===== config.mk =====
export PLATFORM = sky130hd
export DESIGN_NAME = countdown_timer
export DESIGN_NICKNAME = d
export VERILOG_FILES = /design/src/rtl/countdown_timer.sv
export SDC_FILE = /design/constraint.sdc
export NUM_CORES = 1
export LEC_CHECK = 0
export BUFFER_PORTS_ARGS = -buffer_cell sky130_fd_sc_hd__buf_2
export CORE_ASPECT_RATIO = 0.8
export CORE_MARGIN = 8
export CORE_UTILIZATION = 60
export DETAILED_ROUTE_END_ITERATION = 16
export PLACE_DENSITY = 0.85
export SLEW_MARGIN = 30
export SYNTH_ARGS = -nofsm -noshare
export SYNTH_HDL_FRONTEND = slang
export SYNTH_SLANG_ARGS = --single-unit

===== constraint.sdc =====
create_clock -name CLK_50MHz -period 5.1 [get_ports CLK_50MHz]
set_clock_uncertainty 0.15 [all_clocks]
set_input_delay 0.255 -clock CLK_50MHz [delete_from_list [all_inputs] [get_ports CLK_50MHz]]
set_output_delay 0.255 -clock CLK_50MHz [all_outputs]
set_load 0.005 [all_outputs]

===== src/rtl/countdown_timer.sv =====
// Down-counting mm:ss.hh timer with preset load, pause/resume, expiry pulse and blinking alarm.
// Count updates on the tick edge; display registers trail the count by one cycle unless held.
module countdown_timer #(
  parameter int ALARM_HALF_PERIOD = 50
) (
  input  logic       CLK_50MHz,
  input  logic       reset,
  input  logic       tick_100Hz,
  input  logic       load,
  input  logic [6:0] preset_mins,
  input  logic [5:0] preset_secs,
  input  logic [6:0] preset_decs,
  input  logic       start_stop,
  input  logic       hold,
  output logic [6:0] timer_unit_mins,
  output logic [5:0] timer_unit_secs,
  output logic [6:0] timer_unit_decs,
  output logic       running,
  output logic       expired,
  output logic       done_pulse,
  output logic       alarm
);

  localparam logic [5:0] ALARM_LAST = 6'(ALARM_HALF_PERIOD - 1);

  typedef enum logic [1:0] {IDLE, RUNNING, EXPIRED} state_t;

  state_t     state_p0, state_nxt;
  logic [6:0] cnt_mins_p0, cnt_mins_nxt;
  logic [5:0] cnt_secs_p0, cnt_secs_nxt;
  logic [6:0] cnt_decs_p0, cnt_decs_nxt;
  logic       done_p0, done_nxt;
  logic       alarm_p0, alarm_nxt;
  logic [5:0] alarm_cnt_p0, alarm_cnt_nxt;
  logic [6:0] disp_mins_p1;
  logic [5:0] disp_secs_p1;
  logic [6:0] disp_decs_p1;
  logic       cnt_zero;
  logic       cnt_last;

  function automatic logic [6:0] sat_99(input logic [6:0] v);
    return (v > 7'd99) ? 7'd99 : v;
  endfunction

  function automatic logic [5:0] sat_59(input logic [5:0] v);
    return (v > 6'd59) ? 6'd59 : v;
  endfunction

  assign cnt_zero = (cnt_mins_p0 == 7'd0) && (cnt_secs_p0 == 6'd0) && (cnt_decs_p0 == 7'd0);
  assign cnt_last = (cnt_mins_p0 == 7'd0) && (cnt_secs_p0 == 6'd0) && (cnt_decs_p0 == 7'd1);

  always_comb begin
    state_nxt     = state_p0;
    cnt_mins_nxt  = cnt_mins_p0;
    cnt_secs_nxt  = cnt_secs_p0;
    cnt_decs_nxt  = cnt_decs_p0;
    done_nxt      = 1'b0;
    alarm_nxt     = 1'b0;
    alarm_cnt_nxt = 6'd0;
    case (state_p0)
      IDLE: begin
        if (load) begin
          cnt_mins_nxt = sat_99(preset_mins);
          cnt_secs_nxt = sat_59(preset_secs);
          cnt_decs_nxt = sat_99(preset_decs);
        end else if (start_stop && !cnt_zero) begin
          state_nxt = RUNNING;
        end
      end
      RUNNING: begin
        // Stop has priority over a coincident tick; load is ignored while running.
        if (start_stop) begin
          state_nxt = IDLE;
        end else if (tick_100Hz && !cnt_zero) begin
          if (cnt_decs_p0 != 7'd0) begin
            cnt_decs_nxt = cnt_decs_p0 - 7'd1;
          end else begin
            cnt_decs_nxt = 7'd99;
            if (cnt_secs_p0 != 6'd0) begin
              cnt_secs_nxt = cnt_secs_p0 - 6'd1;
            end else begin
              cnt_secs_nxt = 6'd59;
              cnt_mins_nxt = cnt_mins_p0 - 7'd1;
            end
          end
          if (cnt_last) begin
            state_nxt = EXPIRED;
            done_nxt  = 1'b1;
            alarm_nxt = 1'b1;
          end
        end
      end
      EXPIRED: begin
        if (load) begin
          state_nxt    = IDLE;
          cnt_mins_nxt = sat_99(preset_mins);
          cnt_secs_nxt = sat_59(preset_secs);
          cnt_decs_nxt = sat_99(preset_decs);
        end else if (start_stop) begin
          state_nxt = IDLE;
        end else begin
          alarm_nxt     = alarm_p0;
          alarm_cnt_nxt = alarm_cnt_p0;
          if (tick_100Hz) begin
            if (alarm_cnt_p0 == ALARM_LAST) begin
              alarm_nxt     = ~alarm_p0;
              alarm_cnt_nxt = 6'd0;
            end else begin
              alarm_cnt_nxt = alarm_cnt_p0 + 6'd1;
            end
          end
        end
      end
      default: begin
        state_nxt = IDLE;
      end
    endcase
  end

  // Stage p0: state, count and alarm registers; stage p1: display registers.
  always_ff @(posedge CLK_50MHz) begin
    if (reset) begin
      state_p0     <= IDLE;
      cnt_mins_p0  <= 7'd0;
      cnt_secs_p0  <= 6'd0;
      cnt_decs_p0  <= 7'd0;
      done_p0      <= 1'b0;
      alarm_p0     <= 1'b0;
      alarm_cnt_p0 <= 6'd0;
      disp_mins_p1 <= 7'd0;
      disp_secs_p1 <= 6'd0;
      disp_decs_p1 <= 7'd0;
    end else begin
      state_p0     <= state_nxt;
      cnt_mins_p0  <= cnt_mins_nxt;
      cnt_secs_p0  <= cnt_secs_nxt;
      cnt_decs_p0  <= cnt_decs_nxt;
      done_p0      <= done_nxt;
      alarm_p0     <= alarm_nxt;
      alarm_cnt_p0 <= alarm_cnt_nxt;
      if (!hold) begin
        disp_mins_p1 <= cnt_mins_p0;
        disp_secs_p1 <= cnt_secs_p0;
        disp_decs_p1 <= cnt_decs_p0;
      end
    end
  end

  assign timer_unit_mins = disp_mins_p1;
  assign timer_unit_secs = disp_secs_p1;
  assign timer_unit_decs = disp_decs_p1;
  assign running         = (state_p0 == RUNNING);
  assign expired         = (state_p0 == EXPIRED);
  assign done_pulse      = done_p0;
  assign alarm           = alarm_p0;

endmodule

# Yosys cells after proc, flatten, opt, wreduce, memory -nomap -nowiden
# Cells that the tools add are included.
[totals]
inputBits = 26
out_inout_bits = 24
ff_bits = 50
wordCells = 94
[classes]
n_reduce_logical = 21
add_sub_neg = 4
order_cmp = 3
mux = 37
n_eq_ne = 16
bitwise_logic = 3
[ops]
columns = ["op", "n"]
rows = [
  ["two-way mux 7 bit", 11],
  ["two-way mux 6 bit", 7],
  ["case mux 7 bit (2 select lines)", 2],
  ["greater-than comparator 7 bit, second input constant", 2],
  ["logical NOT 7 bit", 2],
  ["two-way mux 2 bit", 7],
  ["subtractor 7 x 1 -> 7 bit, second input constant", 2],
  ["case mux 6 bit (2 select lines)", 1],
  ["inequality test 2 bit, second input constant", 5],
  ["AND reduction 5 bit", 2],
  ["== test 7 x 1 -> 1 bit, second input constant", 1],
  ["two-way mux 1 bit", 7],
  ["nonzero test 7 bit", 1],
  ["adder 6 x 1 -> 6 bit, second input constant", 1],
  ["== test 6 bit, second input constant", 1],
  ["greater-than comparator 6 bit, second input constant", 1],
  ["logical NOT 6 bit", 1],
  ["inequality test 3 x 2 -> 1 bit, second input constant", 2],
  ["case mux 2 bit (3 select lines)", 1],
  ["AND reduction 6 bit", 1],
  ["nonzero test 6 bit", 1],
  ["subtractor 6 x 1 -> 6 bit, second input constant", 1],
  ["logical AND 1 bit", 5],
  ["inequality test 2 x 1 -> 1 bit, second input constant", 2],
  ["14 further kinds", 17],
]

# Depth between registers and ports, before layout
# Gate-level depths: netlist of run 1.
[logic_depth]
ltp_word = 8
depth_mapped = 9
depth_no_buf = 7

# Least setup slack after synthesis of run 1
# OpenSTA, ideal clock, no wires.
[synth_path]
path_type = "register to register"
startpoint = "register cnt_decs_p0[0]"
endpoint = "register cnt_decs_p0[6]"
path_buffers = 2
setup_slack_ns = 2.830
arrival_time_ns = 2.001
stages_incl_launch_ff = 10
setup_ns = 0.119
required_time_ns = 4.831
period_less_slack_ns = 2.270
cell_sequence = "dfxtp_1 inv_1 ha_1 or3b_4 or2_1 buf_6 o31ai_4 buf_6 a21oi_1 o221a_1"
[synth_via]
elab_chain_len = 6
elab_cells_between_ends = 12
cone_classes = "add/sub (1); eq/ne (1); mux (4); reduce/logical (6)"
[synth_lines]
columns = ["item", "line", "text"]
rows = [
  ["from (decl)", "31", "logic [6:0] cnt_decs_p0, cnt_decs_nxt;"],
  ["from (signal assigned)", "137", "cnt_decs_p0 <= cnt_decs_nxt;"],
  ["parallel branches: the longest is 6 deep, another holds subtractor 7 x 1 -> 7 bit", "--", ""],
]
# Parallel ways; which one is timed is not known. The select of a mux whose other input is x is not followed.
# A chain may end at the register's enable or synchronous reset.

# Final worst setup path of run 1
# Ends and elaborated chain as after synthesis.

==> reports/results.ini, run 1 <==
[status]
outcome = finished, final reports clean

[synthesis]
synth_nets = 353
netlist.area_leader.share = 0.373
synth.most_common_cell = dfxtp_1
ys_seq_area_frac = 0.373
synthTopCellsByCount = dfxtp_1, nor2_1, nand2_1
synth_edf_count = 0
synth_area_leaders = dfxtp_1, mux2i_1, nor2_1
yosysWarnings = 0
yosysTopAreaCell = dfxtp_1
syn_avg_cell_area_um2 = 8.52
syn_area_mm2 = 0.00268
ys_types = 57
synthCells = 315
async_flop_share = 0
synth_ff_type = dfxtp_1
ys_ff_latch = 50

[power]
p_per_area_mw_per_mm2 = 573
p_leak_nw = 1.30
vdd_drop_max_uv = 296
power_w = 0.00174

[detailed_routing]
num_vias = 2438
drtIter0Drc = 248
firstDrtPassIters = 4
routed_wl_mm = 6.28
wl_per_cell_um = 15.2
drc = 0
ant_nets = 0
vias_per_cell = 5.90

[place]
port-buffer-count = 49
gp_congestion = 0.876
dpl.hpwl_mm = 4.58
place_ws_ns = 2.52

[clocking]
clock_latency_ns = 0.29
cts_hold_buf = 0
cts_root_buffer = clkbuf_8
htreeDepth = 2
cts_buffers = 5
ctsResizeCount = 0
clk_pin_slew_ns = 0.09
cts.sinks = 50
clk_path_buf_depth = 2
post_cts_buffers = 0
cts_tree = built

[sta]
fin_ws_ns = 2.53
slew-limit-headroom = 0.514
post-route-period-util = 0.503
final_max_slew_viol_count = 0
rsz0062_at_grt = false
period_minus_slack_ns = 2.57
finalSetupTns_ns = 0
hold_viol_final = 0
tightest_slew_ns = 0.730
setup_viol = 0
fmax_mhz = 390

[grt]
grt_pass1_wl_mm = 10.6
grt_use_total = 0.182
grt_max_degree = 42
antenna_found_initial = 0
overflow = 0
grt_pass1_vias = 2401

[floorplanning]
dieArea_mm2 = 0.00688
start_util = 0.634
fp-row-count = 21
die_h_um = 75.8
die_w_um = 90.8
core_mm2 = 0.00423
ioPinCount = 50

[setup_path]
r2r_slack_ns = 2.53
crit_arrival_ns = 2.61
required_ns = 5.14
cp-start-kind = register
critPathCaptureType = register
path_max_fanout = 14
path_class = register to register

[finish]
nNetsFinal = 393
nFillCells = 334
diodes = 0
ff_latch_area_mm2 = 0.00100
drive_gt1_frac = 0.194
area_growth_pct = 13.1
multi_input_area_mm2 = 0.00155

[job]
drv_cap = 0

[worst_hold_path]
hp-class = input port to register

## final timing paths
kind / startpoint / end / cells past startpoint
worst max-delay path: cnt_decs_p0[0] / cnt_decs_p0[6] / 7
worst min-delay path: tick_100Hz / alarm_cnt_p0[1] / 2
worst max register to register: cnt_decs_p0[0] / cnt_decs_p0[6] / 7
worst min register to register: timer_unit_secs[0] / timer_unit_secs[0] / 2
## registers in the layout, summed over array words and instances, names as in the netlist
| name | flops |
|---|---|
| alarm | 1 |
| alarm_cnt_p0 | 6 |
| cnt_decs_p0 | 7 |
| cnt_mins_p0 | 7 |
| cnt_secs_p0 | 6 |
| done_pulse | 1 |
| state_p0 | 2 |
| timer_unit_decs | 7 |
| timer_unit_mins | 7 |
| timer_unit_secs | 6 |
## worst max-delay path: stages (launching register included)
cell     delay [ns]
dfxtp_1        0.37
inv_1          0.08
ha_1           0.19
or3b_4         0.42
or2_1          0.36
o31ai_4        0.55
a21oi_1        0.08
o221a_1        0.26
## cells in the final DEF (no fill, tap or decap), types with 2 or more instances in the layout
cell       Yosys  routed
xor2_1         5       5
a21oi_1       22      22
a211o_1        2       2
nor2_1        44      44
and2_1         3       3
inv_1         14      14
nor3_1        12      12
dfxtp_1       50      50
nand4_1        3       3
xnor2_1        4       4
o22ai_1        2       2
ha_1          12      12
clkbuf_8       0       7
or4_1          3       3
a32o_1         2       2
nand4b_1       2       2
a31oi_1        2       2
nor2b_1        5       5
nand2b_1       4       4
buf_2          3      49
o32ai_1        2       2
mux2i_1       24      24
a221oi_1       2       2
a2bb2oi_1      2       2
a211oi_1       4       4
o311a_1        2       2
a22oi_1        3       3
nand2_1       25      25
nor4_1         4       4
or2_2          4       4
o21ai_0        8       8
nand3_1        5       5
## per-stage QoR
step | std cells | cell area, um2 | hold WS (ns) | util
global placement | 405 | 2920 | 0.320 | 0.691
floorplan | 315 | 2680 | 0.307 | -
finish | 413 | 3030 | 0.135 | 0.717
CTS | 413 | 3030 | 0.125 | 0.715
global route | 413 | 3030 | 0.159 | 0.717
detailed placement | 405 | 2920 | 0.329 | 0.691
## final cells by class
type	count	area share
clock buffer	7	0.0318
clock inverter	1	0.00289
inverter	14	0.0173
multi-input combinational	234	0.511
sequential	50	0.330
tap	57	0.0235
timing repair buffer	50	0.0833
## report_power, final
group          switching (W)  internal [W]
Sequential          0.000110      0.000490
Clock               0.000129      0.000124
Combinational       0.000523      0.000364
## logic make-up (layout without fill, tap and decap cells)
group	after synthesis	count (layout)	share of synthesized area
XOR/XNOR	9	9	0.0294
AND/OR/NAND/NOR	121	121	0.218
AO/OA/AOI/OAI	68	68	0.183
multiplexers	24	24	0.0895
buffers and inverters	31	72	0.0517
flip-flops	50	50	0.373
adder cells (fa/ha/maj)	12	12	0.0559
## per-layer routing
metal | wire, um | up-vias | GRT usage
met5 | 0 | - | 0
met4 | 40 | 0 | 0.0506
met3 | 493 | 4 | 0.0512
met2 | 2910 | 84 | 0.314
met1 | 2830 | 1142 | 0.221
li1 | - | 1208 | -
No activity file was read; power rests on OpenSTA's default activity.
==> inputs of run 2 (changes only) <==
--- a/config.mk
+++ b/config.mk
@@ -5,12 +5,13 @@
 export SDC_FILE = /design/constraint.sdc
 export NUM_CORES = 1
 export LEC_CHECK = 0
+export ABC_AREA = 1
 export BUFFER_PORTS_ARGS = -buffer_cell sky130_fd_sc_hd__buf_2
 export CORE_ASPECT_RATIO = 0.8
 export CORE_MARGIN = 8
-export CORE_UTILIZATION = 60
+export CORE_UTILIZATION = 50
 export DETAILED_ROUTE_END_ITERATION = 16
-export PLACE_DENSITY = 0.85
+export PLACE_DENSITY = 0.76
 export SLEW_MARGIN = 30
 export SYNTH_ARGS = -nofsm -noshare
 export SYNTH_HDL_FRONTEND = slang
==> constraint.sdc (replaced) <==
create_clock -name CLK_50MHz -period 2.17 [get_ports CLK_50MHz]
set_clock_uncertainty 0.15 [all_clocks]
set_input_delay 0.1085 -clock CLK_50MHz [delete_from_list [all_inputs] [get_ports CLK_50MHz]]
set_output_delay 0.1085 -clock CLK_50MHz [all_outputs]
set_load 0.005 [all_outputs]
==> reports/results.ini, run 2 <==
[status]
outcome = finished, final reports clean

[grt]
antenna_found_initial = 0
overflow = 0
grt_max_degree = 27
grt_pass1_vias = 2623
grt_use_total = 0.171
grt_pass1_wl_mm = 11.5

[detailed_routing]
wl_per_cell_um = 13.4
num_vias = 2680
firstDrtPassIters = 4
routed_wl_mm = 6.82
vias_per_cell = 5.25
ant_nets = 0
drtIter0Drc = 143
drc = 0

[finish]
area_growth_pct = 16.3
nFillCells = 491
diodes = 0
final_common_cell = nand2_1
final-instance-count-excl-fill = 510
nNetsFinal = 482
final_cell_mix = nand2_1, nor2_1, dfxtp_1
drive_gt1_frac = 0.184

[floorplanning]
start_util = 0.511
dieArea_mm2 = 0.00817
core_mm2 = 0.00541
die_h_um = 82.5
fp-row-count = 24
ioPinCount = 50
die_w_um = 99.1

[clocking]
cts.sinks = 50
clk_pin_slew_ns = 0.09
cts_root_buffer = clkbuf_8
htreeDepth = 2
clk_path_buf_depth = 2
cts_tree = built
clock_latency_ns = 0.30
post_cts_buffers = 0
cts_buffers = 5

[synthesis]
synthTopCellsByCount = nand2_1, nor2_1, dfxtp_1
synth_nets = 431
async_flop_share = 0
synth_area_leaders = dfxtp_1, nand2_1, nor2_1
yosysWarnings = 0
synth.most_common_cell = nand2_1
netlist.area_leader.share = 0.362
syn_avg_cell_area_um2 = 7.03
yosysTopAreaCell = dfxtp_1
syn_area_mm2 = 0.00276
synth_ff_type = dfxtp_1
synthCells = 393
ys_types = 35
ys_seq_area_frac = 0.362
synth_edf_count = 0
ys_ff_latch = 50

[sta]
tightest_slew_ns = 0.661
slew-limit-headroom = 0.559
period_minus_slack_ns = 2.05
setup_viol = 0
fmax_mhz = 489
post-route-period-util = 0.942
hold_viol_final = 0
final_max_slew_viol_count = 0
timing.hold.ws_ns = 0.0100

[setup_path]
required_ns = 2.26
critPathCaptureType = register
reg2regPathDepth = 9
crit_arrival_ns = 2.13
cp-start-kind = register
r2r-end = cnt_decs_p0[2]
crit_top_cell = inv_1
path_cells = inv_1 -> ha_1 -> nor2_2 -> inv_1 -> nor2_1 -> inv_1 -> o21ai_0 -> nand3_1 -> a21oi_1
r2r_start = state_p0[1]
slowest_delay_ns = 0.41
slowest_stage = dfxtp_1
path_max_fanout = 4
path_class = register to register
r2r_slack_ns = 0.12

[place]
gp_congestion = 0.878
port-buffer-count = 49
post-place-cells = 499
dpl.hpwl_mm = 5.12

[job]
drv_cap = 0

[power]
p_per_area_mw_per_mm2 = 1380
vdd_drop_max_uv = 647
p_leak_nw = 1.57

[worst_hold_path]
min-delay-start = reset
hold_path_depth = 2
hp-class = input port to register
whs_endpoint = cnt_decs_p0[6]

==> run 2: layer usage <==
layer | routed length (um) | track usage | up-vias
li1 | - | - | 1382
met1 | 3180 | 0.207 | 1219
met2 | 3180 | 0.302 | 72
met3 | 399 | 0.0385 | 7
met4 | 55 | 0.0482 | 0
met5 | 0 | 0 | -
==> run 2: worst max-delay path: cells and delay by family, from the launching register on <==
family / cells / cell delay, ns
and+or+nand+nor: 3 / 0.53
DFF: 1 / 0.41
AOI/OAI and AO/OA: 2 / 0.37
buffers and inverters: 3 / 0.30
adders and majority gates: 1 / 0.23
==> run 2: cell type report <==
class,instances,area [um2],share of cell area
flip-flops and latches,50,1000,0.312
clock inverters,3,43.8,0.0136
clock buffers,5,68.8,0.0214
inverters,45,169,0.0526
multi-input cells,284,1530,0.476
well taps,65,81.3,0.0253
repair buffers,58,320,0.0997
==> run 2: how the worst max path moves through the flow <==
stage | start | to | cells after the start
after floorplan | state_p0[0] | cnt_secs_p0[0] | 8
after global placement | state_p0[0] | cnt_decs_p0[3] | 9
after detailed placement | state_p0[1] | cnt_decs_p0[2] | 9
after CTS | state_p0[1] | cnt_decs_p0[2] | 9
after global routing | state_p0[1] | cnt_decs_p0[2] | 9
final | state_p0[1] | cnt_decs_p0[2] | 9
==> run 2: cells by family (layout without fill, tap and decap cells) <==
kind of cell               count (synthesis)  in the layout  synth area share
and+or+nand+nor                          184            184             0.308
AOI/OAI and AO/OA                         76             76             0.149
buffers and inverters                     59            111            0.0879
DFF                                       50             50             0.362
adders and majority gates                 12             12            0.0543
xor gates and xnor gates                  12             12            0.0380
==> run 2: stage by stage <==
stage	worst slack [ns]	total power [W]	setup TNS, ns	util	instance area [um2]
after detailed placement	0.105	0.00372	0	0.566	3060
after global routing	-0.0208	0.00484	-0.0208	0.594	3210
after floorplan	0.447	0.00317	0	-	2760
after global placement	0.163	0.00367	0	0.566	3060
after CTS	0.0936	0.00441	0	0.593	3200
final	0.125	0.00444	0	0.594	3210
==> run 2: report_power, final <==
part,switching [W],leakage (nW),total (W),internal [W]
combinational,0.00156,1.10,0.00247,0.000912
clock,0.000311,0.0585,0.000657,0.000346
sequential,0.000172,0.412,0.00131,0.00114
==> run 2: timing repair <==
item | in CTS | in global routing
resized for setup | 0 | 2
endpoints found under the setup margin | 0 | 7
hold endpoints to repair | 4 | 0
hold buffers | 3 | 0
